--- config.mk ---
export PLATFORM = sky130hd
export DESIGN_NAME = nto1_snn_layer_flat
export DESIGN_NICKNAME = d
export VERILOG_FILES = /design/src/rtl/nto1_snn_layer_if.sv /design/src/rtl/nto1_snn_layer.sv /design/src/flat_wrapper.sv
export SDC_FILE = /design/constraint.sdc
export NUM_CORES = 1
export LEC_CHECK = 0
export CORE_AREA = 2 2 196 198
export CTS_BUF_LIST = sky130_fd_sc_hd__clkbuf_4 sky130_fd_sc_hd__clkbuf_8
export CTS_CLUSTER_DIAMETER = 80
export CTS_CLUSTER_SIZE = 12
export DETAILED_ROUTE_END_ITERATION = 7
export DIE_AREA = 0 0 198 200
export GPL_TIMING_DRIVEN = 0
export HOLD_SLACK_MARGIN = 0.05
export PLACE_DENSITY_LB_ADDON = 0.1
export SLEW_MARGIN = 20
export SYNTH_ARGS = -nofsm -noshare
export SYNTH_HDL_FRONTEND = slang
export SYNTH_SLANG_ARGS = --single-unit
export TNS_END_PERCENT = 50
--- constraint.sdc ---
create_clock -name clk -period 22.2 [get_ports clk]
set_input_delay 4.44 -clock clk [delete_from_list [all_inputs] [get_ports clk]]
set_output_delay 4.44 -clock clk [all_outputs]
set_load 0.1 [all_outputs]
--- src/rtl/nto1_snn_layer_if.sv ---
// Control, weight-load and observation signals of the N_IN-to-1 spiking layer.
// The layer itself connects through the slave modport; the driver uses master.
interface nto1_snn_layer_if #(
    parameter int N_IN = 8,
    parameter int W_DW = 16,
    parameter int V_DW = 24
);
    localparam int AW = (N_IN > 1) ? $clog2(N_IN) : 1;

    logic                   en;
    logic                   w_wr_en;
    logic [AW-1:0]          w_wr_addr;
    logic signed [W_DW-1:0] w_wr_data;
    logic [N_IN-1:0]        in_spikes;
    logic                   learn_en;
    logic                   out_spike;
    logic                   busy;
    logic signed [V_DW-1:0] v_mem;
    logic [15:0]            spike_cnt;

    modport master (
        output en, w_wr_en, w_wr_addr, w_wr_data, in_spikes, learn_en,
        input  out_spike, busy, v_mem, spike_cnt
    );

    modport slave (
        input  en, w_wr_en, w_wr_addr, w_wr_data, in_spikes, learn_en,
        output out_spike, busy, v_mem, spike_cnt
    );
endinterface

--- src/rtl/nto1_snn_layer.sv ---
// N_IN-to-1 leaky integrate-and-fire layer with presynaptic traces and a
// sequential trace-driven weight update that runs after each output spike.
module nto1_snn_layer #(
    parameter int          N_IN       = 8,
    parameter int          W_DW       = 16,
    parameter int          FRAC       = 12,
    parameter int          V_DW       = 24,
    parameter int          V_TH       = 16384,
    parameter int          V_RESET    = 0,
    parameter int          LEAK_SHIFT = 4,
    parameter int          REFRAC     = 4,
    parameter int          TR_DW      = 8,
    parameter int          TR_SHIFT   = 3,
    parameter logic [15:0] LR         = 16'h0148,
    parameter int          DEP        = 8,
    parameter int          WMAX       = 4096
) (
    input logic             clk,
    input logic             rst,
    nto1_snn_layer_if.slave snn
);
    localparam int AW = (N_IN > 1) ? $clog2(N_IN) : 1;
    localparam int SW = W_DW + $clog2(N_IN);
    localparam int XW = V_DW + 2;
    localparam int UW = W_DW + 2;
    localparam int PW = TR_DW + 16;
    localparam int RW = (REFRAC > 0) ? $clog2(REFRAC + 1) : 1;

    localparam logic signed [V_DW-1:0] V_TH_S    = V_DW'(V_TH);
    localparam logic signed [V_DW-1:0] V_RESET_S = V_DW'(V_RESET);
    localparam logic signed [V_DW-1:0] V_MAX_V   = {1'b0, {(V_DW-1){1'b1}}};
    localparam logic signed [V_DW-1:0] V_MIN_V   = ~V_MAX_V;
    localparam logic signed [XW-1:0]   V_MAX_X   = XW'(V_MAX_V);
    localparam logic signed [XW-1:0]   V_MIN_X   = ~V_MAX_X;
    localparam logic signed [UW-1:0]   WMAX_U    = UW'(WMAX);
    localparam logic signed [UW-1:0]   DEP_U     = UW'(DEP);
    localparam logic [TR_DW-1:0]       TR_MAX    = {TR_DW{1'b1}};
    localparam logic [RW-1:0]          REFRAC_R  = RW'(REFRAC);
    localparam logic [AW:0]            N_IN_A    = (AW+1)'(N_IN);
    localparam logic [AW-1:0]          LAST_IDX  = AW'(N_IN - 1);

    typedef enum logic [1:0] {
        ST_IDLE,
        ST_RUN,
        ST_UPDATE
    } state_t;

    state_t                 r_state;
    logic signed [W_DW-1:0] r_w [N_IN];
    logic [TR_DW-1:0]       r_tr [N_IN];
    logic signed [V_DW-1:0] r_v;
    logic [RW-1:0]          r_refrac;
    logic [15:0]            r_cnt;
    logic                   r_spike;
    logic                   r_busy;
    logic [AW-1:0]          r_idx;

    logic signed [SW-1:0]   w_isum;
    logic signed [V_DW-1:0] w_leak;
    logic signed [XW-1:0]   w_v_wide;
    logic signed [V_DW-1:0] w_v_next;
    logic                   w_fire;
    logic [TR_DW-1:0]       w_tr_next [N_IN];
    logic [TR_DW-1:0]       w_tr_sel;
    logic [PW-1:0]          w_prod;
    logic [UW-1:0]          w_dw;
    logic signed [UW-1:0]   w_w_upd;
    logic signed [W_DW-1:0] w_w_clamp;

    // NOTE: the accumulator is a temporary inside one always_comb, so blocking
    // assignments give the running sum; it starts from a default so no latch forms.
    always_comb begin
        w_isum = '0;
        for (int i = 0; i < N_IN; i++) begin
            if (snn.in_spikes[i]) begin
                w_isum = w_isum + {{(SW-W_DW){r_w[i][W_DW-1]}}, r_w[i]};
            end
        end
    end

    assign w_leak   = r_v >>> LEAK_SHIFT;
    assign w_v_wide = {{2{r_v[V_DW-1]}}, r_v}
                    - {{2{w_leak[V_DW-1]}}, w_leak}
                    + {{(XW-SW){w_isum[SW-1]}}, w_isum};

    always_comb begin
        if (w_v_wide > V_MAX_X) begin
            w_v_next = V_MAX_V;
        end else if (w_v_wide < V_MIN_X) begin
            w_v_next = V_MIN_V;
        end else begin
            w_v_next = w_v_wide[V_DW-1:0];
        end
    end

    assign w_fire = (r_refrac == '0) && (w_v_next >= V_TH_S);

    // A fresh spike loads the max; otherwise decay, forcing a unit step at the tail.
    always_comb begin
        for (int i = 0; i < N_IN; i++) begin
            if (snn.in_spikes[i]) begin
                w_tr_next[i] = TR_MAX;
            end else if ((r_tr[i] >> TR_SHIFT) != '0) begin
                w_tr_next[i] = r_tr[i] - (r_tr[i] >> TR_SHIFT);
            end else if (r_tr[i] != '0) begin
                w_tr_next[i] = r_tr[i] - TR_DW'(1);
            end else begin
                w_tr_next[i] = '0;
            end
        end
    end

    assign w_tr_sel = r_tr[r_idx];
    assign w_prod   = PW'(w_tr_sel) * PW'(LR);
    assign w_dw     = UW'(w_prod >> FRAC);
    assign w_w_upd  = {{2{r_w[r_idx][W_DW-1]}}, r_w[r_idx]} + w_dw - DEP_U;

    always_comb begin
        if (w_w_upd[UW-1]) begin
            w_w_clamp = '0;
        end else if (w_w_upd > WMAX_U) begin
            w_w_clamp = W_DW'(WMAX);
        end else begin
            w_w_clamp = w_w_upd[W_DW-1:0];
        end
    end

    // NOTE: weights are state the reset must clear, so the array sits inside
    // the reset branch rather than being left as an unreset memory.
    always_ff @(posedge clk) begin
        if (!rst) begin
            r_state  <= ST_IDLE;
            r_v      <= '0;
            r_refrac <= '0;
            r_cnt    <= '0;
            r_spike  <= 1'b0;
            r_busy   <= 1'b0;
            r_idx    <= '0;
            for (int i = 0; i < N_IN; i++) begin
                r_w[i]  <= '0;
                r_tr[i] <= '0;
            end
        end else begin
            r_spike <= 1'b0;
            case (r_state)
                ST_IDLE: begin
                    r_v      <= '0;
                    r_refrac <= '0;
                    r_cnt    <= '0;
                    r_busy   <= 1'b0;
                    r_idx    <= '0;
                    for (int i = 0; i < N_IN; i++) begin
                        r_tr[i] <= '0;
                    end
                    if (snn.w_wr_en && ({1'b0, snn.w_wr_addr} < N_IN_A)) begin
                        r_w[snn.w_wr_addr] <= snn.w_wr_data;
                    end
                    if (snn.en) begin
                        r_state <= ST_RUN;
                    end
                end

                ST_RUN: begin
                    if (!snn.en) begin
                        r_state  <= ST_IDLE;
                        r_v      <= '0;
                        r_refrac <= '0;
                        r_cnt    <= '0;
                        for (int i = 0; i < N_IN; i++) begin
                            r_tr[i] <= '0;
                        end
                    end else begin
                        for (int i = 0; i < N_IN; i++) begin
                            r_tr[i] <= w_tr_next[i];
                        end
                        if (r_refrac != '0) begin
                            r_v      <= V_RESET_S;
                            r_refrac <= r_refrac - RW'(1);
                        end else if (w_fire) begin
                            r_v      <= V_RESET_S;
                            r_refrac <= REFRAC_R;
                            r_spike  <= 1'b1;
                            r_cnt    <= r_cnt + 16'd1;
                            if (snn.learn_en) begin
                                r_state <= ST_UPDATE;
                                r_busy  <= 1'b1;
                                r_idx   <= '0;
                            end
                        end else begin
                            r_v <= w_v_next;
                        end
                    end
                end

                ST_UPDATE: begin
                    // Leaving early keeps whatever weights were already rewritten.
                    if (!snn.en) begin
                        r_state  <= ST_IDLE;
                        r_busy   <= 1'b0;
                        r_idx    <= '0;
                        r_v      <= '0;
                        r_refrac <= '0;
                        r_cnt    <= '0;
                        for (int i = 0; i < N_IN; i++) begin
                            r_tr[i] <= '0;
                        end
                    end else begin
                        r_w[r_idx] <= w_w_clamp;
                        if (r_idx == LAST_IDX) begin
                            r_state <= ST_RUN;
                            r_busy  <= 1'b0;
                            r_idx   <= '0;
                        end else begin
                            r_idx <= r_idx + AW'(1);
                        end
                    end
                end

                default: begin
                    r_state <= ST_IDLE;
                end
            endcase
        end
    end

    assign snn.out_spike = r_spike;
    assign snn.busy      = r_busy;
    assign snn.v_mem     = r_v;
    assign snn.spike_cnt = r_cnt;
endmodule

--- src/flat_wrapper.sv ---
// flat-port wrapper written by rule: the top's interface ports become plain ports
module nto1_snn_layer_flat 
#(
    parameter int          N_IN       = 8,
    parameter int          W_DW       = 16,
    parameter int          FRAC       = 12,
    parameter int          V_DW       = 24,
    parameter int          V_TH       = 16384,
    parameter int          V_RESET    = 0,
    parameter int          LEAK_SHIFT = 4,
    parameter int          REFRAC     = 4,
    parameter int          TR_DW      = 8,
    parameter int          TR_SHIFT   = 3,
    parameter logic [15:0] LR         = 16'h0148,
    parameter int          DEP        = 8,
    parameter int          WMAX       = 4096
)
  (clk, rst, snn_en, snn_w_wr_en, snn_w_wr_addr, snn_w_wr_data, snn_in_spikes, snn_learn_en, snn_out_spike, snn_busy, snn_v_mem, snn_spike_cnt);
  nto1_snn_layer_if #(.N_IN(N_IN), .W_DW(W_DW), .V_DW(V_DW)) snn_i ();
  input logic clk;
  input logic rst;
  input wire logic [$bits(snn_i.en)-1:0] snn_en;
  input wire logic [$bits(snn_i.w_wr_en)-1:0] snn_w_wr_en;
  input wire logic [$bits(snn_i.w_wr_addr)-1:0] snn_w_wr_addr;
  input wire logic [$bits(snn_i.w_wr_data)-1:0] snn_w_wr_data;
  input wire logic [$bits(snn_i.in_spikes)-1:0] snn_in_spikes;
  input wire logic [$bits(snn_i.learn_en)-1:0] snn_learn_en;
  output wire logic [$bits(snn_i.out_spike)-1:0] snn_out_spike;
  output wire logic [$bits(snn_i.busy)-1:0] snn_busy;
  output wire logic [$bits(snn_i.v_mem)-1:0] snn_v_mem;
  output wire logic [$bits(snn_i.spike_cnt)-1:0] snn_spike_cnt;
  assign snn_i.en = snn_en;
  assign snn_i.w_wr_en = snn_w_wr_en;
  assign snn_i.w_wr_addr = snn_w_wr_addr;
  assign snn_i.w_wr_data = snn_w_wr_data;
  assign snn_i.in_spikes = snn_in_spikes;
  assign snn_i.learn_en = snn_learn_en;
  assign snn_out_spike = snn_i.out_spike;
  assign snn_busy = snn_i.busy;
  assign snn_v_mem = snn_i.v_mem;
  assign snn_spike_cnt = snn_i.spike_cnt;
  nto1_snn_layer #(.N_IN(N_IN), .W_DW(W_DW), .FRAC(FRAC), .V_DW(V_DW), .V_TH(V_TH), .V_RESET(V_RESET), .LEAK_SHIFT(LEAK_SHIFT), .REFRAC(REFRAC), .TR_DW(TR_DW), .TR_SHIFT(TR_SHIFT), .LR(LR), .DEP(DEP), .WMAX(WMAX)) u_core (.clk(clk), .rst(rst), .snn(snn_i));
endmodule
==> metrics.txt <==
cts hold-fix bufs 0; Non-Filler Instances 3384; drt total wl approximately 70000 µm; worst hold path class reg -> reg; Port Buf Inserts 67; Initial Utilization 64.2%; Netlist Area Pre-Place 0.0240 mm²; Post-synth ARST share 0%; Final Hold Vio Count 0; Netlist cell types 87; share of the synthesized area in the top cell type 20.0%; maximum vdd drop roughly 0.00018 V; synth-to-layout area growth 7.40%; slowest cell delay on critical path 0.51 ns; Synthesis Warnings 0; status complete, no violations; share of layout cells above drive strength 1 6.58%; drc violations 0; synthesized instance count around 2.8k; P_sw 1.56 mW; largest net degree at the start of global routing 25; clk_skew 0.0491 ns; aggregate global routing overflow 0; Leak 10.5 nW; DPL Wire Length roughly 57000 µm; WP data required 22.62 ns; H-tree depth 1; max cap viols 0; Max-slew headroom about 25%; Main synth FF type edfxtp_1; total negative slack 0 ns; RSZ-0062 raised after global routing false; total number of vias 21.8k; sequential share of power 17.9%; antenna cell count 0; worst skew pair latency 0.60 ns; final number of setup-violating endpoints 0; syn avg cell area 8.67 µm²; cts bufs inserted 25; worst-margin pin slew 1.13 ns; Die Ht 200 µm; Synth area leaders edfxtp_1 20%, ha_1 14%, dfxtp_1 7.1%; row count 71; core area 0.0374 mm²; register area share after synthesis a little over a quarter; DRT Pass-1 Iters 7; post-cts gate resize count 0; I/O pin count 74; switching part of the total power 50.2%; Max Fclk 51.0 MHz; arrival time worst endpoint 20.02 ns; Clock Sink Count 245; Post-Syn Nets 3084; setup bufs post-CTS 0; GRT Overall Usage between 30% and 40%; cell with the most instances after synthesis nor2_1; Die X 198 µm; PwrDens 120 mW/mm²; fin crit share 88.3%; WS Path Type in -> reg; CTS tree yes; Yosys top cell by area edfxtp_1; die area between 0.03 and 0.04 mm²; # placed instances approximately 3.3k; Clk pwr share 9.3%; vias in the first global route 21.0k; first-pass GRT wire length 110000 µm; slowest CP cell o311ai_0; Clock Pin Slew Worst Setup and Hold Paths about 0.09 ns; CP Max Fanout 10; DR WL/cell 20.7 µm; ANT nets after route 0; GPL Wtd Cong 1.00; #FFs+latches synth between 200 and 250; DR iter-0 viols ~2.1k; CP startpoint kind input port; Critical Path Sink Type flip-flop; Clock Root Buffer clkbuf_8; most frequent cells after synthesis 357 x nor2_1, 264 x ha_1, 261 x a21oi_1; Pint 1.55 mW; Post-synth EDFFs 160; Comb power frac 72.8%; Longest Clk Path Bufs 3; Via density 6.44; final slew viol count 0; initial antenna violation count 0; min cycle time layout approximately 20 ns; fin nets 3179
[critical path: cells and delay by family]
kind,cells,cell delay [ns]
compound gates,24,5.32
xor+xnor,9,1.73
fa+ha+maj,8,2.85
buf+inv,5,1.73
mux,5,1.72
simple gates,14,2.21
[path summary, 6_finish.rpt]
path / start / to / slack, ns / depth (start not counted)
setup / recovery: snn_in_spikes[0] / u_core.snn.v_mem[14] / 2.60 / 65
hold / removal: u_core.r_refrac[2] / u_core.r_refrac[2] / 0.48 / 2
setup reg to reg: u_core.r_w[0][0] / u_core.snn.v_mem[14] / 7.10 / 63
hold reg to reg: u_core.r_refrac[2] / u_core.r_refrac[2] / 0.48 / 2
[area by class of cell]
| class | instances | area [µm²] |
|---|---|---|
| Clock inverter | 4 | 27.5 |
| Sequential cell | 245 | 6510 |
| Buffer | 94 | 375 |
| Tap cell | 511 | 639 |
| Multi-Input combinational cell | 2252 | 16500 |
| Clock buffer | 33 | 410 |
| Fill cell | 3057 | 11600 |
| Timing Repair Buffer | 68 | 691 |
| Inverter | 177 | 664 |
[placed cells by master (no fill, tap or decap), types with 69 or more instances in the layout]
| cell type | count |
|---|---|
| a21o_1 | 69 |
| a21oi_1 | 261 |
| clkbuf_1 | 73 |
| dfxtp_1 | 85 |
| edfxtp_1 | 160 |
| ha_1 | 264 |
| inv_1 | 172 |
| nand2_1 | 171 |
| nor2_1 | 356 |
| o21ai_0 | 142 |
| xnor2_1 | 132 |
| xor2_1 | 71 |
[power groups by stage]
stage,Combinational [mW],Sequential [mW],Clock (mW)
after floorplan,1.73,0.567,0
after global placement,2.15,0.564,0
after detailed placement,2.21,0.565,0
after CTS,2.22,0.555,0.289
after global routing,2.49,0.559,0.304
final,2.26,0.557,0.289
[flip-flops by register name, summed over array words and instances, names as in the netlist, named ones only]
name                  count
u_core.r_idx              3
u_core.r_refrac           3
u_core.r_state            2
u_core.r_tr              64
u_core.r_w              128
u_core.snn.busy           1
u_core.snn.out_spike      1
u_core.snn.spike_cnt     16
u_core.snn.v_mem         24
[kinds of logic (layout without fill, tap and decap cells)]
family	count (synthesis)	after routing	synth area share, %
buffers and inverters	271	376	4.33
and+or+nand+nor	857	857	16.8
AOI/OAI and AO/OA	764	764	20.0
xor gates and xnor gates	206	206	7.64
adders and majority gates	284	284	15.4
muxes	141	141	8.71
DFF	245	245	27.1
[layer usage]
| metal | track usage [%] | share of wire (%) | vias to the layer above |
|---|---|---|---|
| met5 | 0 | 0 | - |
| met4 | 15.1 | 4.3 | 0 |
| met3 | 4.82 | 8.0 | 149 |
| met2 | 59.9 | 46 | 925 |
| met1 | 45.6 | 41 | 10400 |
| li1 | - | - | 10300 |
[through the flow]
| stage | setup WS, ns | hold WS [ns] | power, mW | area, µm² | util (%) |
|---|---|---|---|---|---|
| after CTS | 2.74 | 0.485 | 3.07 | 25800 | 68.9 |
| after global placement | 2.42 | 0.459 | 2.71 | 25300 | 67.7 |
| after detailed placement | 2.20 | 0.474 | 2.78 | 25300 | 67.7 |
| after floorplan | 5.03 | 0.448 | 2.29 | 24000 | - |
| after global routing | 1.39 | 0.518 | 3.35 | 25800 | 68.9 |
| final | 2.60 | 0.484 | 3.11 | 25800 | 68.9 |
Power figures use the tool's default switching activity.
